[config.mk]
export PLATFORM = sky130hd
export DESIGN_NAME = tape_pulse_player
export DESIGN_NICKNAME = d
export VERILOG_FILES = /design/src/rtl/tape_pulse_player.sv
export SDC_FILE = /design/constraint.sdc
export NUM_CORES = 1
export LEC_CHECK = 0
export CORE_MARGIN = 2
export CORE_UTILIZATION = 55
export CTS_CLUSTER_SIZE = 10
export DETAILED_ROUTE_END_ITERATION = 8
export PLACE_DENSITY = 0.89
export SETUP_SLACK_MARGIN = 0.4
export SLEW_MARGIN = 20
export SYNTH_ARGS = -nofsm -noshare
export SYNTH_HDL_FRONTEND = slang
export SYNTH_SLANG_ARGS = --single-unit
[constraint.sdc]
create_clock -name clk48 -period 2.9 [get_ports clk48]
set_clock_uncertainty 0.15 [all_clocks]
set_input_delay 0.435 -clock clk48 [delete_from_list [all_inputs] [get_ports clk48]]
set_output_delay 0.435 -clock clk48 [all_outputs]
set_load 0.005 [all_outputs]
[src/rtl/tape_pulse_player.sv]
// Tape pulse player: turns a stream of 16-bit little-endian pulse lengths
// read from the hyperload FIFO into a regenerated tape EAR waveform.
// Each nonzero word toggles ear_out and then holds it for that many
// tick_en strobes; a zero word is a pause marker that parks ear_out at
// IDLE_LEVEL. Dropping play returns to IDLE on the next edge.
module tape_pulse_player #(
  parameter logic IDLE_LEVEL = 1'b0
) (
  input  logic        clk48,
  input  logic        reset_n,
  input  logic        tick_en,
  input  logic        play,
  input  logic        fifo_empty,
  input  logic [7:0]  fifo_data,
  output logic        fifo_rd,
  output logic        ear_out,
  output logic        busy,
  output logic        underrun,
  output logic [15:0] pulse_count
);

  typedef enum logic [2:0] {
    S_IDLE     = 3'd0,
    S_FETCH_LO = 3'd1,
    S_CAP_LO   = 3'd2,
    S_FETCH_HI = 3'd3,
    S_CAP_HI   = 3'd4,
    S_COUNT    = 3'd5
  } state_t;

  state_t      state_q, state_d;
  logic [15:0] cnt_q, cnt_d;
  logic [7:0]  lo_q, lo_d;
  logic        ear_q, ear_d;
  logic        underrun_q, underrun_d;
  logic [15:0] pcount_q, pcount_d;
  // Set once a word has been taken since play rose; distinguishes a normal
  // first fetch from the stream running dry between words.
  logic        consumed_q, consumed_d;

  // The word is assembled combinationally in CAP_HI: high byte straight
  // from the FIFO read data, low byte from the latch filled in CAP_LO.
  logic [15:0] word;
  assign word = {fifo_data, lo_q};

  // State and datapath registers, all cleared asynchronously.
  always_ff @(posedge clk48 or negedge reset_n) begin
    if (!reset_n) begin
      state_q    <= S_IDLE;
      cnt_q      <= 16'd0;
      lo_q       <= 8'd0;
      ear_q      <= IDLE_LEVEL;
      underrun_q <= 1'b0;
      pcount_q   <= 16'd0;
      consumed_q <= 1'b0;
    end else begin
      state_q    <= state_d;
      cnt_q      <= cnt_d;
      lo_q       <= lo_d;
      ear_q      <= ear_d;
      underrun_q <= underrun_d;
      pcount_q   <= pcount_d;
      consumed_q <= consumed_d;
    end
  end

  // Next-state logic and the FIFO read strobe. fifo_rd is a decode of the
  // current state gated by play and fifo_empty, so it can never fire on an
  // empty FIFO or while stopped, and lasts one cycle because FETCH_x always
  // advances to CAP_x when it reads.
  always_comb begin
    state_d = state_q;
    fifo_rd = 1'b0;
    if (!play) begin
      state_d = S_IDLE;
    end else begin
      case (state_q)
        S_IDLE: begin
          if (!fifo_empty) state_d = S_FETCH_LO;
        end
        S_FETCH_LO: begin
          if (!fifo_empty) begin
            fifo_rd = 1'b1;
            state_d = S_CAP_LO;
          end
        end
        S_CAP_LO: begin
          state_d = S_FETCH_HI;
        end
        S_FETCH_HI: begin
          if (!fifo_empty) begin
            fifo_rd = 1'b1;
            state_d = S_CAP_HI;
          end
        end
        S_CAP_HI: begin
          if (word != 16'd0) state_d = S_COUNT;
          else               state_d = S_FETCH_LO;
        end
        S_COUNT: begin
          if (tick_en && (cnt_q == 16'd1)) state_d = S_FETCH_LO;
        end
        default: begin
          state_d = S_IDLE;
        end
      endcase
    end
  end

  // Datapath updates: byte latch, down-counter, EAR level, pulse counter
  // and the sticky underrun flag. Stopping clears everything except
  // pulse_count, which only reset clears.
  always_comb begin
    cnt_d      = cnt_q;
    lo_d       = lo_q;
    ear_d      = ear_q;
    underrun_d = underrun_q;
    pcount_d   = pcount_q;
    consumed_d = consumed_q;
    if (!play) begin
      cnt_d      = 16'd0;
      lo_d       = 8'd0;
      ear_d      = IDLE_LEVEL;
      underrun_d = 1'b0;
      consumed_d = 1'b0;
    end else begin
      case (state_q)
        S_IDLE: begin
          ear_d = IDLE_LEVEL;
        end
        S_FETCH_LO: begin
          // An empty FIFO before the first word is just a slow start;
          // after a word it means the stream broke mid-flight.
          if (fifo_empty && consumed_q) underrun_d = 1'b1;
        end
        S_CAP_LO: begin
          lo_d = fifo_data;
        end
        S_FETCH_HI: begin
          // Half a word is already in hand, so waiting here is always
          // an underrun.
          if (fifo_empty) underrun_d = 1'b1;
        end
        S_CAP_HI: begin
          consumed_d = 1'b1;
          if (word != 16'd0) begin
            ear_d    = ~ear_q;
            cnt_d    = word;
            pcount_d = pcount_q + 16'd1;
          end else begin
            ear_d = IDLE_LEVEL;
          end
        end
        S_COUNT: begin
          if (tick_en) cnt_d = cnt_q - 16'd1;
        end
        default: begin
          cnt_d = 16'd0;
        end
      endcase
    end
  end

  assign ear_out     = ear_q;
  assign busy        = (state_q != S_IDLE);
  assign underrun    = underrun_q;
  assign pulse_count = pcount_q;

endmodule

==> results of run 1 <==
==> flip-flops by register name (all words and copies together) (netlist names) <==
register / flops
state_q: 3
consumed_q: 1
ear_out: 1
cnt_q: 16
lo_q: 8
underrun: 1
pulse_count: 16
==> power by group through the flow <==
stage                     Combinational [uW]  Sequential (uW)  Clock, uW
after detailed placement                 160              708          0
after floorplan                         96.7              692          0
after global placement                   155              706          0
after global routing                     175              700        481
after CTS                                161              695        446
final                                    161              696        444
==> path summary, 6_finish.rpt <==
| kind | start | to | slack (ps) | depth (start not counted) |
|---|---|---|---|---|
| max | play | fifo_rd | 500 | 4 |
| min | reset_n | lo_q[4] | -20 | 1 |
| max reg2reg | cnt_q[1] | cnt_q[14] | 590 | 7 |
| min reg2reg | pulse_count[15] | pulse_count[15] | 330 | 1 |
| max in group asynchronous | reset_n | state_q[0] | 2220 | 1 |
| min in group clk48 | pulse_count[15] | pulse_count[15] | 330 | 1 |
==> logic make-up after synthesis <==
family	synth area share, %
simple gates	27.4
fa+ha+maj	1.43
xor+xnor	6.66
buf+inv	3.38
compound gates	13.5
flops	43.8
mux	3.86
==> per-layer routing <==
layer / track usage (%) / up-vias
li1: - / 1028
met1: 36.8 / 1057
met2: 35.2 / 118
met3: 4.56 / 23
met4: 9.26 / 0
met5: 0 / -
==> cells in the mapped netlist (all sizes together) (4+ instances only) <==
master	instances
dfrtp	46
nor2	42
nand2	15
a21oi	13
xnor2	12
o21ai	11
nand3	10
mux2i	9
clkbuf	8
inv	8
nor3	8
nor4	8
xor2	8
nand4	6
a22oi	5
a221oi	4
buf	4
==> through the flow <==
step,setup slack (ps),total power (uW),util [%],instance area [sq um]
after floorplan,835,789,-,2630
after global placement,335,861,64.5,3010
after detailed placement,279,868,64.5,3010
after CTS,487,1300,66.7,3110
after global routing,455,1360,67.0,3120
final,502,1300,67.0,3120
==> layout make-up <==
type	count	area, sq um	share of cell area [%]
Multi-Input combinational cell	199	1400	44.7
Sequential cell	46	1150	36.9
Timing Repair Buffer	39	370	11.9
Clock buffer	7	96.3	3.09
Tap cell	54	67.6	2.17
Inverter	8	30.0	0.962
Clock inverter	1	8.76	0.281
==> results.cfg, run 1 <==
[outcome]
status = complete, but fails checks
violations = negative hold slack

[pwr]
internal_power_uw = 957
p_per_area_mw_per_mm2 = 417
ir_drop_mv = 0.307
pwr-share-seq_pct = 53.5
p_leak_uw = 0.00131
combinationalPowerShare_pct = 12.4
clkPwrFrac_pct = 34.1
p_sw_uw = 345
netSwitchingFraction_pct = 26.5

[placed_design]
gp_congestion = 0.932
portBuffers = 32
hpwl_mm = 4.34
post-place-cells = 346

[route]
drc_errors = 0
highest_layer = met4
drtPass1Iterations = 5
wl_per_cell_um = 17.8
vias = 2226
vias_per_cell = 6.29
drt_wl_total_mm = 6.30
route.met2.wl_mm = 2.93
wl_met1_mm = 2.80
initialDrtViolationCount = 395
wl_met3_um = 415
final_antenna_net_count = 0

[clock_tree]
clk_pin_slew_ps = 90
hold_buffers = 0
cts_tree = built
cts_buffer_depth = 2
tritoncts.num_buffers = 5
cts_root_buf = clkbuf_8
cts.sinks = 46
post_cts_buffers = 0
htree_levels = 2
clk_latency_ps = 310
cts_resized = 0

[sta]
whs_ps = -24.9
relSlewSlack_pct = 60.1
setup_viol = 0
hold_viol = 46
setup_tns_ps = 0
rsz0062_at_grt = false
period_share_pct = 82.7
fmax_mhz = 417
slew_violations = 0
tightest_slew_ps = 597
min_period_ps = 2400

[critical_path]
path_delay_family = buffers and inverters
path_common_cell = clkdlybuf4s50_1
cp_max_fo = 8
cp.required_ps = 2320
worstPathArrival_ps = 1810
crit_type = primary input to output pin
worst-path-buf-inv = 2
worstSetupStartpointType = primary input
endpoint_kind = output pin
cp_cell_sequence = clkdlybuf4s50_1 -> nand2b_1 -> nor2_1 -> clkdlybuf4s50_1
slowest_stage = clkdlybuf4s50_1
max_stage_delay_ps = 640

[logic_synthesis]
netlist_area_sq_mm = 0.00263
synth_ff_type = dfrtp_1
synth_top_area_share_pct = 43.8
synthTopCellsByArea = dfrtp_1, nor2_1, nor4_4
syn_area_per_cell_sq_um = 9.92
async_flop_share_pct = 100
synth-edff-count = 0
syn-num-nets = 281
ys_types = 54
synth-seq-cells = 46
yosysTopAreaCell = dfrtp_1
syn_inst = 265
ys_seq_area_share_pct = 43.8
ys_warn_count = 0

[min_path]
hp-class = primary input to async pin

[die]
num_rows = 25
die-area_sq_mm = 0.00535
start_util_pct = 56.4
die_y_um = 73.1
die_w_um = 73.1
io_pins = 33
fp.coreArea_sq_mm = 0.00466

[layout]
final.fill_count = 335
layout_commonest_cell = dfrtp_1
stdcell_count = 354
final_cell_mix = dfrtp_1, nor2_1, clkdlybuf4s50_1, nand2_1
area_growth_pct = 18.7
nNetsFinal = 315
layout-drive-gt1-share_pct = 12.3
antennaDiodeCount = 0

[global_route]
grt_max_degree = 47
grt-ovfl-total = 0
antenna_found_initial = 0
grt_usage_pct = 24.6
grt_pass1_vias = 2069
grt_first_pass_wirelength_mm = 10.1

[flow_run]
max_cap_violations = 0
Note: power is estimated with default switching activity, not from simulation.
==> run 2: changes to the inputs <==
Settings changed: CORE_UTILIZATION 55 to 50, PLACE_DENSITY 0.89 to 0.86.
Clock period 2.9 ns to 2.2 ns, I/O delays scaled along.
==> run 2 against run 1 <==
- first-iteration DRC count decreased by 27%
- critical endpoint is now cnt_q[14]
- highest routed layer unchanged
- final area increased by 25%
- register-to-register slack got worse by 510 ps
- clock-buffer cell count decreased by 1
- the run now ends clean
- utilization increased by 10 points
- sequential cell count unchanged
==> results.cfg, run 2 (same netlist as run 1, synthesis figures left out) <==
[global_route]
grt_first_pass_wirelength_mm = 11.7
grt-ovfl-total = 0
grt_usage_pct = 24.7
grt_pass1_vias = 2449
antenna_found_initial = 0
grt_max_degree = 37

[route]
wl_met1_mm = 3.39
initialDrtViolationCount = 290
highest_layer = met4
route.met2.wl_mm = 4.43
vias = 2693
drc_errors = 0
wl_met3_um = 640
vias_per_cell = 6.23
drtPass1Iterations = 6
final_antenna_net_count = 0
wl_per_cell_um = 20.1
drt_wl_total_mm = 8.70

[clock_tree]
cts.sinks = 46
cts_root_buf = clkbuf_8
clk_latency_ps = 310
htree_levels = 2
cts_tree = built
clk_pin_slew_ps = 90
tritoncts.num_buffers = 5
cts_buffer_depth = 2

[layout]
layout_commonest_cell = buf_4
final.fill_count = 288
final_cell_mix = buf_4, dfrtp_1, nor2_1, clkdlybuf4s50_1, buf_6
final_core_util_pct = 77.1
area_growth_pct = 48.9
multi_input_area_sq_mm = 0.00164
regArea_sq_mm = 0.00116
antennaDiodeCount = 0
layout-drive-gt1-share_pct = 40.6
nNetsFinal = 377

[critical_path]
cp_max_fo = 4
cp.required_ps = 2270
crit_type = flop to flop
endpoint_kind = flop
worstSetupStartpointType = flop
worstPathArrival_ps = 2190

[sta]
rsz0062_at_grt = true
relSlewSlack_pct = 44.2
final.setup.worst_slack_ps = 75.9
fmax_mhz = 471
period_share_pct = 96.5
tightest_slew_ps = 836
hold_viol = 0
slew_violations = 0
setup_viol = 0
min_period_ps = 2120

[die]
die_w_um = 76.5
die_y_um = 76.5
start_util_pct = 51.8
io_pins = 33
num_rows = 26
fp.coreArea_sq_mm = 0.00507
die-area_sq_mm = 0.00585

[placed_design]
hpwl_mm = 4.57
gp_congestion = 0.927
post-place-ws_ps = -185
portBuffers = 32

[pwr]
p_leak_uw = 0.00176
power_uw = 1870
p_per_area_mw_per_mm2 = 476
ir_drop_mv = 0.414

[min_path]
hp-class = flop to flop

[flow_run]
max_cap_violations = 0

[outcome]
status = completed
## run 2: worst paths after layout
path	startpoint	depth (start not counted)	slack, ps	endpoint
max in group asynchronous	reset_n	3	740	pulse_count[11]
setup reg to reg	cnt_q[1]	7	80	cnt_q[14]
hold / removal	pulse_count[15]	1	330	pulse_count[15]
hold reg to reg	pulse_count[15]	1	330	pulse_count[15]
min in group asynchronous	reset_n	2	510	pulse_count[5]
setup / recovery	cnt_q[1]	7	80	cnt_q[14]
## run 2: what timing repair did
| action | 4_1_cts | 5_1_grt |
|---|---|---|
| hold buffers | 1 | 0 |
| resized for setup | 44 | 46 |
| pin swaps | 30 | 25 |
| gates cloned | 1 | 1 |
| setup buffers | 12 | 25 |
| hold endpoints to repair | 34 | 0 |
| setup endpoints to repair | 34 | 38 |
## run 2: report_power, final
group / internal, uW / switching [uW] / total [uW]
combinational: 156 / 163 / 319
clock: 339 / 300 / 640
sequential: 870 / 36.2 / 906
## run 2: final cells by class
type / instances / area share [%]
clock buffers: 6 / 1.85
clock inverters: 2 / 0.959
inverters: 8 / 0.767
multi-input cells: 199 / 42.0
flip-flops and latches: 46 / 29.7
well taps: 70 / 2.24
repair buffers: 101 / 22.5
## run 2: worst max-delay path, cell delays in order, from the launching register on
cell and delay, ps:
dfrtp_1 410, inv_2 80, ha_4 130, or4b_4 500, nor4_4 270, nand3_1 170
a21o_1 200, a21oi_2 130
## run 2: metal layers
layer,vias up,GRT usage (%)
met5,-,0
met4,0,7.64
met3,32,5.45
met2,175,42.8
met1,1333,30.7
li1,1153,-
## run 2: per-stage QoR
step           hold slack (ps)  setup TNS, ps  area (sq um)  cells
2_1_floorplan             -116              0          2650    265
3_3_place_gp               305           -657          3210    384
5_1_grt                    356          -22.1          3920    432
6_report                   332              0          3920    432
3_5_place_dp               312          -2090          3210    384
4_1_cts                    324              0          3550    406
==> run 3: changes to the inputs <==
Settings changed: PLACE_DENSITY 0.86 to 0.83.
==> run 3 against run 2 <==
- utilization grew 1.5 points
- cell count decreased by 0.93%
- maximum frequency is 0.62% higher
- highest routed layer unchanged
- via count up 1.2%
- wire length up 9.3%
- clock power increased by 23%
- total power increased by 8.8%
- critical path depth fell by 2
- final area increased by 2.0%
- global-route usage increased by 1.1 points
- clock-buffer cell count is the same
==> results.cfg, run 3 (same netlist as run 1, synthesis figures left out) <==
[outcome]
status = completed

[critical_path]
cp.required_ps = 2210
critPathLaunch = cnt_q[8]
worstSetupStartpointType = flop
crit_type = flop to flop
cp_max_fo = 4
max_stage_delay_ps = 620
slowest_stage = or4_4
worstPathArrival_ps = 2120
cp_cell_sequence = or4_4 -> nor4_4 -> nor2_1 -> o211ai_1 -> o31ai_1
timing.rr.start = cnt_q[8]
endpoint_kind = flop

[die]
die-area_sq_mm = 0.00585
die_y_um = 76.5
io_pins = 33
fp.coreArea_sq_mm = 0.00507
num_rows = 26
die_w_um = 76.5
start_util_pct = 51.8

[layout]
layout_commonest_cell = buf_4
regArea_sq_mm = 0.00116
layout-drive-gt1-share_pct = 40.5
nNetsFinal = 373
final.fill_count = 282
antennaDiodeCount = 0
final_area_sq_mm = 0.00399
area_growth_pct = 51.9
final_cell_mix = buf_4, dfrtp_1, nor2_1, clkdlybuf4s50_1, buf_6
multi_input_area_sq_mm = 0.00167

[global_route]
grt_pass1_vias = 2488
busiest_layer = met2
grt_max_degree = 47
grt_usage_pct = 25.7
grtUsageMet1_pct = 31.6
gr-usage-met2_pct = 44.4
met3_usage_pct = 5.33
grt-ovfl-total = 0
antenna_found_initial = 0
grt_first_pass_wirelength_mm = 12.0

[clock_tree]
cts_root_buf = clkbuf_8
clk_latency_ps = 310
cts_tree = built
cts_buffer_depth = 2
clk_pin_slew_ps = 100
cts.sinks = 46
tritoncts.num_buffers = 5
htree_levels = 2

[route]
drt_wl_total_mm = 9.51
vias_per_cell = 6.37
vias = 2725
wl_per_cell_um = 22.2
final_antenna_net_count = 0
drc_errors = 0
drtPass1Iterations = 5
initialDrtViolationCount = 330

[pwr]
p_per_area_mw_per_mm2 = 508
p_leak_uw = 0.00177
internal_power_uw = 1510
netSwitchingFraction_pct = 25.4
ir_drop_mv = 0.742
pwr-share-seq_pct = 44.9
clkPwrFrac_pct = 38.9
combinationalPowerShare_pct = 16.2
power_uw = 2030
p_sw_uw = 516

[sta]
tightest_slew_ps = 633
min_period_ps = 2110
fmax_mhz = 474
setup_viol = 0
final.setup.worst_slack_ps = 89.0
hold_viol = 0
rsz0062_at_grt = true
slew_violations = 0
period_share_pct = 96.0
relSlewSlack_pct = 57.8

[placed_design]
portBuffers = 32
post-place-ws_ps = -175
gp_congestion = 0.929
hpwl_mm = 4.67
dpl_cell_area_sq_mm = 0.00321

[flow_run]
max_cap_violations = 0

[min_path]
hp-class = primary input to flop
hp-start = play
[run 3: final cells by class]
cell class | instances | area share [%]
tap | 70 | 2.19
sequential | 46 | 29.1
timing repair buffer | 97 | 22.5
inverter | 8 | 0.752
multi-input combinational | 199 | 41.9
clock buffer | 6 | 2.07
clock inverter | 2 | 1.50
[run 3: final timing paths]
check | endpoint | slack [ps] | cells after the start
worst max-delay path | cnt_q[12] | 90 | 5
worst min-delay path | state_q[1] | 360 | 3
worst max register to register | cnt_q[12] | 90 | 5
worst min register to register | pulse_count[15] | 360 | 1
max in group asynchronous | pulse_count[1] | 930 | 3
min in group asynchronous | cnt_q[13] | 500 | 3
[run 3: per-stage QoR]
stage	util, %	TNS [ps]	instances	hold slack [ps]
detailed placement	63.3	-1770	383	301
global placement	63.3	-729	383	298
floorplan	-	0	265	-116
CTS	69.9	0	402	322
finish	78.7	0	428	357
global route	78.7	0	428	362
[run 3: timing repair]
action | 4_1_cts | 5_1_grt
resized for setup | 40 | 56
pin swaps | 15 | 27
setup endpoints to repair | 34 | 38
hold buffers | 1 | 0
endpoints found under the hold margin | 46 | 0
setup buffers | 10 | 23
cloned | 0 | 3
[run 3: routing by layer]
layer,wire length [um],part of all wire [%]
met1,3580,38
met2,4640,49
met3,808,8.5
met4,489,5.1
met5,0,0
[run 3: worst max-delay path, delay by kind of cell (launching register included)]
kind	cells	cell delay, ps
compound gates	2	370
flops	1	420
simple gates	3	1030
[run 3: power groups by stage]
stage                     combinational [uW]  clock, uW  sequential, uW
final                                    328        789             912
after global routing                     349        828             914
after CTS                                259        777             910
after detailed placement                 245          0             926
after global placement                   238          0             925
after floorplan                          128          0             913
